File: config.mk
export PLATFORM = sky130hd
export DESIGN_NAME = instr_fetch
export DESIGN_NICKNAME = d
export VERILOG_FILES = /design/src/rtl/fetch_pkg.sv /design/src/rtl/fetch_fifo.sv /design/src/rtl/instr_fetch.sv
export SDC_FILE = /design/constraint.sdc
export NUM_CORES = 1
export LEC_CHECK = 0
export BUFFER_PORTS_ARGS = -buffer_cell sky130_fd_sc_hd__clkbuf_2
export CAP_MARGIN = 40
export CORE_MARGIN = 4
export CORE_UTILIZATION = 40
export DETAILED_ROUTE_END_ITERATION = 12
export GPL_TIMING_DRIVEN = 0
export HOLD_SLACK_MARGIN = 0.1
export PLACE_DENSITY = 0.64
export SKIP_CTS_REPAIR_TIMING = 1
export SLEW_MARGIN = 15
export SYNTH_ARGS = -nofsm -noshare
export SYNTH_HDL_FRONTEND = slang
export SYNTH_SLANG_ARGS = --single-unit
export TNS_END_PERCENT = 1
File: constraint.sdc
create_clock -name clk -period 4.14 [get_ports clk]
set_input_delay 0.207 -clock clk [delete_from_list [all_inputs] [get_ports clk]]
set_output_delay 0.207 -clock clk [all_outputs]
set_load 0.005 [all_outputs]
File: src/rtl/fetch_pkg.sv
// Shared types for the instruction fetch block: FSM states, widths and the
// buffered fetch entry.
package fetch_pkg;

   localparam int unsigned ADDR_W  = 16;
   localparam int unsigned INSTR_W = 16;

   typedef enum logic [1:0] {
      IDLE,
      WAIT,
      DROP
   } fetch_state_e;

   typedef struct packed {
      logic [INSTR_W-1:0] instr;
      logic [ADDR_W-1:0]  pc;
   } fetch_entry_t;

endpackage

File: src/rtl/fetch_fifo.sv
// Small instruction buffer with synchronous flush; the head entry is shown
// directly from storage and reads as zero when the buffer is empty.
module fetch_fifo
   import fetch_pkg::*;
#(
   parameter int unsigned DEPTH = 2
) (
   input  logic                   clk,
   input  logic                   rst_n,
   input  logic                   i_flush,
   input  logic                   i_push,
   input  fetch_entry_t           i_data,
   input  logic                   i_pop,
   output fetch_entry_t           o_head,
   output logic [$clog2(DEPTH):0] o_count
);

   localparam int unsigned PTR_W = $clog2(DEPTH);
   localparam int unsigned CNT_W = PTR_W + 1;

   fetch_entry_t     r_mem [DEPTH];
   logic [PTR_W-1:0] r_wr_ptr;
   logic [PTR_W-1:0] r_rd_ptr;
   logic [CNT_W-1:0] r_count;
   logic             w_push;
   logic             w_pop;

   // Flush dominates both push and pop; popping an empty buffer is a no-op.
   assign w_push = i_push && !i_flush;
   assign w_pop  = i_pop && !i_flush && (r_count != '0);

   always_ff @(posedge clk or negedge rst_n) begin
      if (!rst_n) begin
         r_wr_ptr <= '0;
         r_rd_ptr <= '0;
         r_count  <= '0;
      end else if (i_flush) begin
         r_wr_ptr <= '0;
         r_rd_ptr <= '0;
         r_count  <= '0;
      end else begin
         if (w_push) r_wr_ptr <= r_wr_ptr + PTR_W'(1);
         if (w_pop)  r_rd_ptr <= r_rd_ptr + PTR_W'(1);
         if (w_push && !w_pop)      r_count <= r_count + CNT_W'(1);
         else if (w_pop && !w_push) r_count <= r_count - CNT_W'(1);
      end
   end

   always_ff @(posedge clk) begin
      if (w_push) r_mem[r_wr_ptr] <= i_data;
   end

   assign o_head  = (r_count != '0) ? r_mem[r_rd_ptr] : '0;
   assign o_count = r_count;

endmodule

File: src/rtl/instr_fetch.sv
// Instruction fetch: PC next-value select, single-outstanding memory request
// FSM and decode handoff buffer. Define FETCH_PERF_EN to add stall_cycles.
module instr_fetch
   import fetch_pkg::*;
#(
   parameter logic [ADDR_W-1:0] RESET_PC   = 16'h0000,
   parameter int unsigned       FIFO_DEPTH = 2
) (
   input  logic               clk,
   input  logic               rst_n,
   input  logic [ADDR_W-1:0]  instruction_address,
   output logic [ADDR_W-1:0]  next_instruction_address,
   input  logic               redirect_valid,
   input  logic [ADDR_W-1:0]  redirect_target,
   output logic               imem_req,
   output logic [ADDR_W-1:0]  imem_addr,
   input  logic               imem_gnt,
   input  logic               imem_rvalid,
   input  logic [INSTR_W-1:0] imem_rdata,
   output logic               out_valid,
   output logic [INSTR_W-1:0] out_instr,
   output logic [ADDR_W-1:0]  out_pc,
   input  logic               out_ready
`ifdef FETCH_PERF_EN
   ,
   output logic [15:0]        stall_cycles
`endif
);

   localparam int unsigned CNT_W = $clog2(FIFO_DEPTH) + 1;

   fetch_state_e      r_state;
   fetch_state_e      w_state_nxt;
   logic [ADDR_W-1:0] r_issue_pc;
   logic [CNT_W-1:0]  w_count;
   logic              w_outstanding;
   logic              w_room;
   logic              w_accept;
   logic              w_push;
   logic              w_pop;
   fetch_entry_t      w_push_entry;
   fetch_entry_t      w_head;

   assign imem_addr     = instruction_address;
   assign w_outstanding = (r_state != IDLE);
   assign w_room        = (w_count + CNT_W'(w_outstanding)) < CNT_W'(FIFO_DEPTH);
   assign imem_req      = rst_n && (r_state == IDLE) && !redirect_valid && w_room;
   assign w_accept      = imem_req && imem_gnt;

   always_comb begin
      if (!rst_n)              next_instruction_address = RESET_PC;
      else if (redirect_valid) next_instruction_address = redirect_target;
      else if (w_accept)       next_instruction_address = instruction_address + ADDR_W'(1);
      else                     next_instruction_address = instruction_address;
   end

   always_ff @(posedge clk or negedge rst_n) begin
      if (!rst_n) r_state <= IDLE;
      else        r_state <= w_state_nxt;
   end

   // A response that coincides with a redirect is consumed and discarded, so
   // WAIT returns straight to IDLE instead of parking in DROP forever.
   always_comb begin
      w_state_nxt = r_state;
      w_push      = 1'b0;
      case (r_state)
         IDLE: begin
            if (w_accept) w_state_nxt = WAIT;
         end
         WAIT: begin
            if (imem_rvalid) begin
               w_push      = !redirect_valid;
               w_state_nxt = IDLE;
            end else if (redirect_valid) begin
               w_state_nxt = DROP;
            end
         end
         DROP: begin
            if (imem_rvalid) w_state_nxt = IDLE;
         end
         default: w_state_nxt = IDLE;
      endcase
   end

   always_ff @(posedge clk or negedge rst_n) begin
      if (!rst_n)        r_issue_pc <= '0;
      else if (w_accept) r_issue_pc <= instruction_address;
   end

   assign w_push_entry = '{instr: imem_rdata, pc: r_issue_pc};
   assign w_pop        = out_valid && out_ready;

   fetch_fifo #(
      .DEPTH (FIFO_DEPTH)
   ) u_fifo (
      .clk     (clk),
      .rst_n   (rst_n),
      .i_flush (redirect_valid),
      .i_push  (w_push),
      .i_data  (w_push_entry),
      .i_pop   (w_pop),
      .o_head  (w_head),
      .o_count (w_count)
   );

   assign out_valid = (w_count != '0);
   assign out_instr = w_head.instr;
   assign out_pc    = w_head.pc;

`ifdef FETCH_PERF_EN
   logic [15:0] r_stall_cycles;

   always_ff @(posedge clk or negedge rst_n) begin
      if (!rst_n)                  r_stall_cycles <= '0;
      else if (redirect_valid)     r_stall_cycles <= '0;
      else if (out_ready && !out_valid && (r_stall_cycles != '1))
                                   r_stall_cycles <= r_stall_cycles + 16'd1;
   end

   assign stall_cycles = r_stall_cycles;
`endif

endmodule
[Yosys cells after proc, flatten, opt, wreduce, memory -nomap -nowiden]
Memory sizes are Yosys's and may differ from the RTL's.
Index checks and enable logic that the tools add are counted.
Storage, ports and cells
  bits in registers: 22
  RAM bits: 64
  output and inout bits: 66
  memories kept: 1
Operators by class
  add/sub/neg operators: 6
  order comparisons: 1
  equality and inequality tests: 5
  mux-type cells: 20
  reductions and logical operators: 20
Memories
  u_fifo.r_mem: depth 2, width 32, rd ports 1, clocked after Yosys merged registers in 0, wr ports 1, line fetch_fifo.sv:21  | fetch_entry_t r_mem [DEPTH];
Operators with widths (count)
  $mux 16: 3
  $mux 32: 1
  $add 16x1->16 const B: 1
  $mux 2: 7
  $logic_and 1x1->1: 10
  $mux 1: 8
  $reduce_bool 2->1: 4
  $pmux 2 s3: 1
  $ne 2x2->1 const B: 2
  $logic_not 1->1: 3
  $ne 3x3->1 const B: 1
  $reduce_and 3->1: 1
  $reduce_bool 3->1: 1
  $add 1x1->1 const B: 2
  $add 2x1->2: 1
  $add 2x1->2 const B: 1
  $eq 2x1->1 const B: 1
  $eq 2x2->1 const B: 1
  $logic_not 2->1: 1
  $lt 2x2->1 const B: 1
  $sub 2x1->2 const B: 1

[Longest topological paths before layout]
  word-level depth: 9
  gate-level depth with buffers: 7
  mapped depth without buffers: 5

[Modules after synthesis]
Synthesis repeated with hierarchy kept, for this count alone.
Unflattened totals
  cell total of the unflattened synthesis: 319
  area total of the unflattened synthesis: 4062.6 um^2
Modules (own cells, without submodules)
  fetch_fifo: times used 1, cells an instance 159, area each 2655.0 um^2
  instr_fetch: times used 1, cells an instance 160, area each 1407.6 um^2

[Worst setup path before layout]
No wires, ideal clock.
  path kind: flip-flop to flip-flop
  start: register r_state[1]
  end: memory u_fifo.r_mem[1][0] (netlist name), enable pin
  setup time: 468 ps
  arrival: 3108 ps
  required time: 3672 ps
  path slack: 564 ps
  cell stages (with the launch flop): 3
  period minus slack after synthesis: 3576 ps
  cell sequence: dfrtp_1 > nand3b_1 > nor3b_1
Between the ends
  word-level cells in the longest chain between the ends: 5
Ends and longest elaborated chain
  start: declaration: line instr_fetch.sv:32  | fetch_state_e r_state;
  start signal: assignment: line instr_fetch.sv:59  | else r_state <= w_state_nxt;
  $eq 2x1->1: line instr_fetch.sv:67  | case (r_state)
  $mux 1: line instr_fetch.sv:67
  $logic_and 1x1->1: line fetch_fifo.sv:29  | assign w_push = i_push && !i_flush;
  $mux 1: line fetch_fifo.sv:50  | if (w_push) r_mem[r_wr_ptr] <= i_data;
  $mux 1 (implied by the code): line fetch_fifo.sv:50
  end: declaration: line fetch_fifo.sv:21
No other way between the ends.

[Worst setup path after layout]
  start: input port rst_n
  end: output port next_instruction_address[11]
Between the ends
  word-level cells in the longest chain between the ends: 7
Ends and longest elaborated chain
  start: declaration: line instr_fetch.sv:10  | input logic rst_n,
  $logic_and 1x1->1 (3 in a row): line instr_fetch.sv:47  | assign imem_req = rst_n && (r_state == IDLE) && !redirect_valid && w_room;
  $logic_and 1x1->1: line instr_fetch.sv:48  | assign w_accept = imem_req && imem_gnt;
  $mux 16: line instr_fetch.sv:53  | else if (w_accept) next_instruction_address = instruction_address + ADDR_W'(1);
  $mux 16: line instr_fetch.sv:52  | else if (redirect_valid) next_instruction_address = redirect_target;
  $mux 16 (*): line instr_fetch.sv:51  | if (!rst_n) next_instruction_address = RESET_PC;
  end: declaration: line instr_fetch.sv:12  | output logic [ADDR_W-1:0] next_instruction_address,
Mark *: on every way between the ends. The rest lies on a longest branch, timed or not.

==> flow_summary.yaml <==
placement:
  numPlacedInstances: 571
  dpl_worst_slack_ns: 0.982
  io_buffer_count: 117
  hpwl_mm: 6.92
  gp_congestion: 0.818
  place_area_mm2: 0.00480
setup_path:
  crit_path_start_kind: "input port"
  timing.critical_path.buf_inv: 5
  worst_path_dominant_cell_family: "buffers and inverters"
  timing.setup.critical_path_class: "input port to primary output"
  setup.worst_path.end_class: "primary output"
  critical_path.slowest_cell: "clkbuf_2"
  worst_r2r_path_cells: 5
  rr_endpoint: "r_issue_pc[6]"
  timing.critical_path.arrival_ns: 3.47
  critical_path.reg2reg.startpoint: "r_state[0]"
  critical_path.cell_chain: "dlygate4sd3_1, clkbuf_2, or4b_4, buf_6, or4_4, buf_6, or4_1, a31oi_1, clkbuf_2"
  crit_fanout: 30
  max_stage_delay_on_crit_path_ns: 0.57
  crit_path_required_time_ns: 3.93
  timing.reg2reg.setup_slack_ns: 1.64
worst_hold_path:
  hp-start: "instruction_address[15]"
  hold_class: "input port to flip-flop"
  whs_path_depth: 2
  hold_end: "r_issue_pc[15]"
drt:
  route.detailed.wl_per_inst_um: 15.2
  avgViaCountPerCell: 4.91
  final_wirelength_mm: 9.21
  detailedRoute.firstIterationViolations: 72
  route.detailed.drc: 0
  detailedRoute.firstPassIterationCount: 4
  route.vias.total: 2981
  drt.antenna.violating_nets: 0
floorplanning:
  fp.dieW_um: 108
  die_area_mm2: 0.0116
  dieHeight_um: 108
  design.core.area_mm2: 0.00973
  io-pin-count: 120
  floorplan.rows: 36
  initial_core_util_pct: 40.9
synthesis:
  ys_seq_elements: 86
  netlist_area_mm2: 0.00398
  yosysSeqAreaShare_pct: 62.2
  synth.lib_cells_used.distinct: 36
  synth_warnings: 0
  synth_fp_nets: 370
  syn-instance-count: 315
  postSynthAreaPerCell_um2: 12.6
cells_and_area:
  design_area_final_mm2: 0.00519
  area.growth.synth_to_final_pct: 30.6
  final_cell_mix: "117 x clkbuf_2, 64 x edfxtp_1, 41 x nor2_1"
  fillCellCount: 890
  antenna-diode-count: 0
  layout.nets: 524
  post_route_cells_drive_above_1_share_pct: 37.6
  most_frequent_standard_cell_in_the_layout_excluding_fill_and_tap_cells: "clkbuf_2"
  final-instance-count-excl-fill: 607
pwr:
  internal-power_mw: 1.38
  clock_group_share_of_total_power_pct: 31.6
  power_frac_seq_pct: 56.8
  switching_share_pct: 23.4
  total_net_switching_power_uw: 422
  comb_power_share_pct: 11.5
  pwr_density_cell_mw_per_mm2: 348
  static-leakage-power_nw: 2.04
  vdd_drop_max_v: 0.000133
clock_network:
  tritoncts_num_sinks: 86
  clock_tree.root_cell: "clkbuf_8"
  clock_path_buffers: 2
  clock_tree_from_tritoncts: "done"
  cts.reportedPaths.clkPinSlew_ns: 0.08
  inserted_clock_buffers: 9
  cts_max_level: 3
  clk-insertion-delay-late_ns: 0.35
timing:
  timing.final.hold_violations: 0
  grt_setup_unrepaired: "no"
  finalMaxSlewViolations: 0
  finalCritPeriodShare_pct: 88.8
  fmax_mhz: 272
  worst-slew-pin-transition_ns: 0.782
  final_critical_path_setup_slack_ns: 0.463
  timing.hold.ws_ns: 0.156
  timing.slew.headroom_pct: 47.9
  finClkSkew_ns: 0.0112
  setup-violations-final: 0
  final.min_clock_period_ns: 3.68
grt:
  antenna_found_initial: 0
  grt_pass1_wl_mm: 14.6
  track_usage_pct: 16.2
  first_global_vias: 2956
  pin_count_of_the_biggest_net_entering_global_routing: 31
  grt.overflow.total: 0
flow_run:
  cap_violations: 0
outcome:
  status: "complete, no violations"
[sequential cells by signal (all words and copies together) (netlist names)]
register         count
u_fifo.r_wr_ptr      1
r_issue_pc          16
u_fifo.r_mem        64
u_fifo.o_count       2
u_fifo.r_rd_ptr      1
r_state              2
[Yosys cell counts]
| library cell | n | area, um^2 |
|---|---|---|
| edfxtp_1 | 64 | 1920 |
| nor2_1 | 41 | 154 |
| mux2i_1 | 32 | 320 |
| o21ai_0 | 26 | 130 |
| dfrtp_1 | 22 | 551 |
| buf_4 | 16 | 120 |
| mux2_2 | 15 | 169 |
| clkbuf_1 | 13 | 48.8 |
| nand2_1 | 9 | 33.8 |
| a21oi_1 | 8 | 40.0 |
| a31oi_1 | 8 | 50.1 |
| or3_1 | 6 | 37.5 |
| xnor2_1 | 6 | 52.6 |
| inv_1 | 5 | 18.8 |
| nand3_1 | 4 | 20.0 |
| nand4_1 | 4 | 25.0 |
| nor3_1 | 4 | 20.0 |
| or4_1 | 4 | 30.0 |
| xor2_1 | 4 | 35.0 |
| buf_6 | 3 | 33.8 |
| o31ai_1 | 3 | 22.5 |
| nand2b_1 | 2 | 12.5 |
| nand3b_1 | 2 | 15.0 |
| nor2b_1 | 2 | 12.5 |
| a211oi_1 | 1 | 7.51 |
| a311oi_1 | 1 | 8.76 |
| and4_1 | 1 | 8.76 |
| buf_1 | 1 | 3.75 |
| buf_2 | 1 | 5.00 |
| ha_1 | 1 | 12.5 |
| nand4b_1 | 1 | 8.76 |
| nor3b_1 | 1 | 7.51 |
| nor4_1 | 1 | 6.26 |
| or4_4 | 1 | 11.3 |
| or4b_2 | 1 | 10.0 |
| or4b_4 | 1 | 13.8 |
[logic make-up after synthesis]
family / after synthesis / synth area share (%)
DFF: 86 / 62.2
buffers and inverters: 39 / 5.79
AOI/OAI and AO/OA: 47 / 6.51
muxes: 47 / 12.3
and+or+nand+nor: 85 / 10.7
xor gates and xnor gates: 10 / 2.20
adders and majority gates: 1 / 0.315
[cell type report]
type | count | area [um^2] | area share [%]
Tap cell | 133 | 166 | 3.20
Inverter | 5 | 18.8 | 0.361
Timing Repair Buffer | 143 | 843 | 16.2
Clock buffer | 9 | 124 | 2.38
Sequential cell | 86 | 2470 | 47.6
Buffer | 34 | 211 | 4.07
Clock inverter | 7 | 72.6 | 1.40
Multi-Input combinational cell | 190 | 1280 | 24.7
[worst reg2reg max path: cells and delay by family (launching register included)]
family | cells | cell delay, ns
flops | 1 | 0.43
buf+inv | 2 | 0.52
simple gates | 2 | 1.07
mux | 1 | 0.37
[power groups by stage]
stage,combinational (mW),sequential [mW],clock [mW]
2_1_floorplan,0.107,1.03,0
3_3_place_gp,0.188,1.04,0
3_5_place_dp,0.194,1.05,0
4_1_cts,0.196,1.03,0.597
5_1_grt,0.230,1.03,0.637
6_report,0.208,1.03,0.571
[through the flow]
stage | TNS, ns | utilization (%) | total power [mW]
6_report | 0 | 53.4 | 1.81
5_1_grt | 0 | 53.4 | 1.90
4_1_cts | 0 | 51.4 | 1.82
3_5_place_dp | 0 | 49.3 | 1.24
3_3_place_gp | -53.28 | 48.6 | 1.23
2_1_floorplan | 0 | - | 1.14
[how the worst max path moves through the flow]
stage	startpoint	end	slack [ns]	depth (start not counted)
global placement	r_state[1]	u_fifo.r_mem[1][30]	-0.99	2
CTS	rst_n	next_instruction_address[1]	0.97	8
detailed placement	rst_n	next_instruction_address[11]	0.98	8
finish	rst_n	next_instruction_address[11]	0.46	9
floorplan	r_state[1]	u_fifo.r_mem[1][0]	0.56	2
global route	rst_n	next_instruction_address[1]	0.17	9
[routing by layer]
metal  vias up  global-route usage [%]  wire length, um
met5         -                       0                0
met2       119                    26.2             4330
li1       1447                       -                -
met3        14                    3.84              592
met1      1401                    21.1             4130
met4         0                    6.13              153
Power figures use the tool's default switching activity.
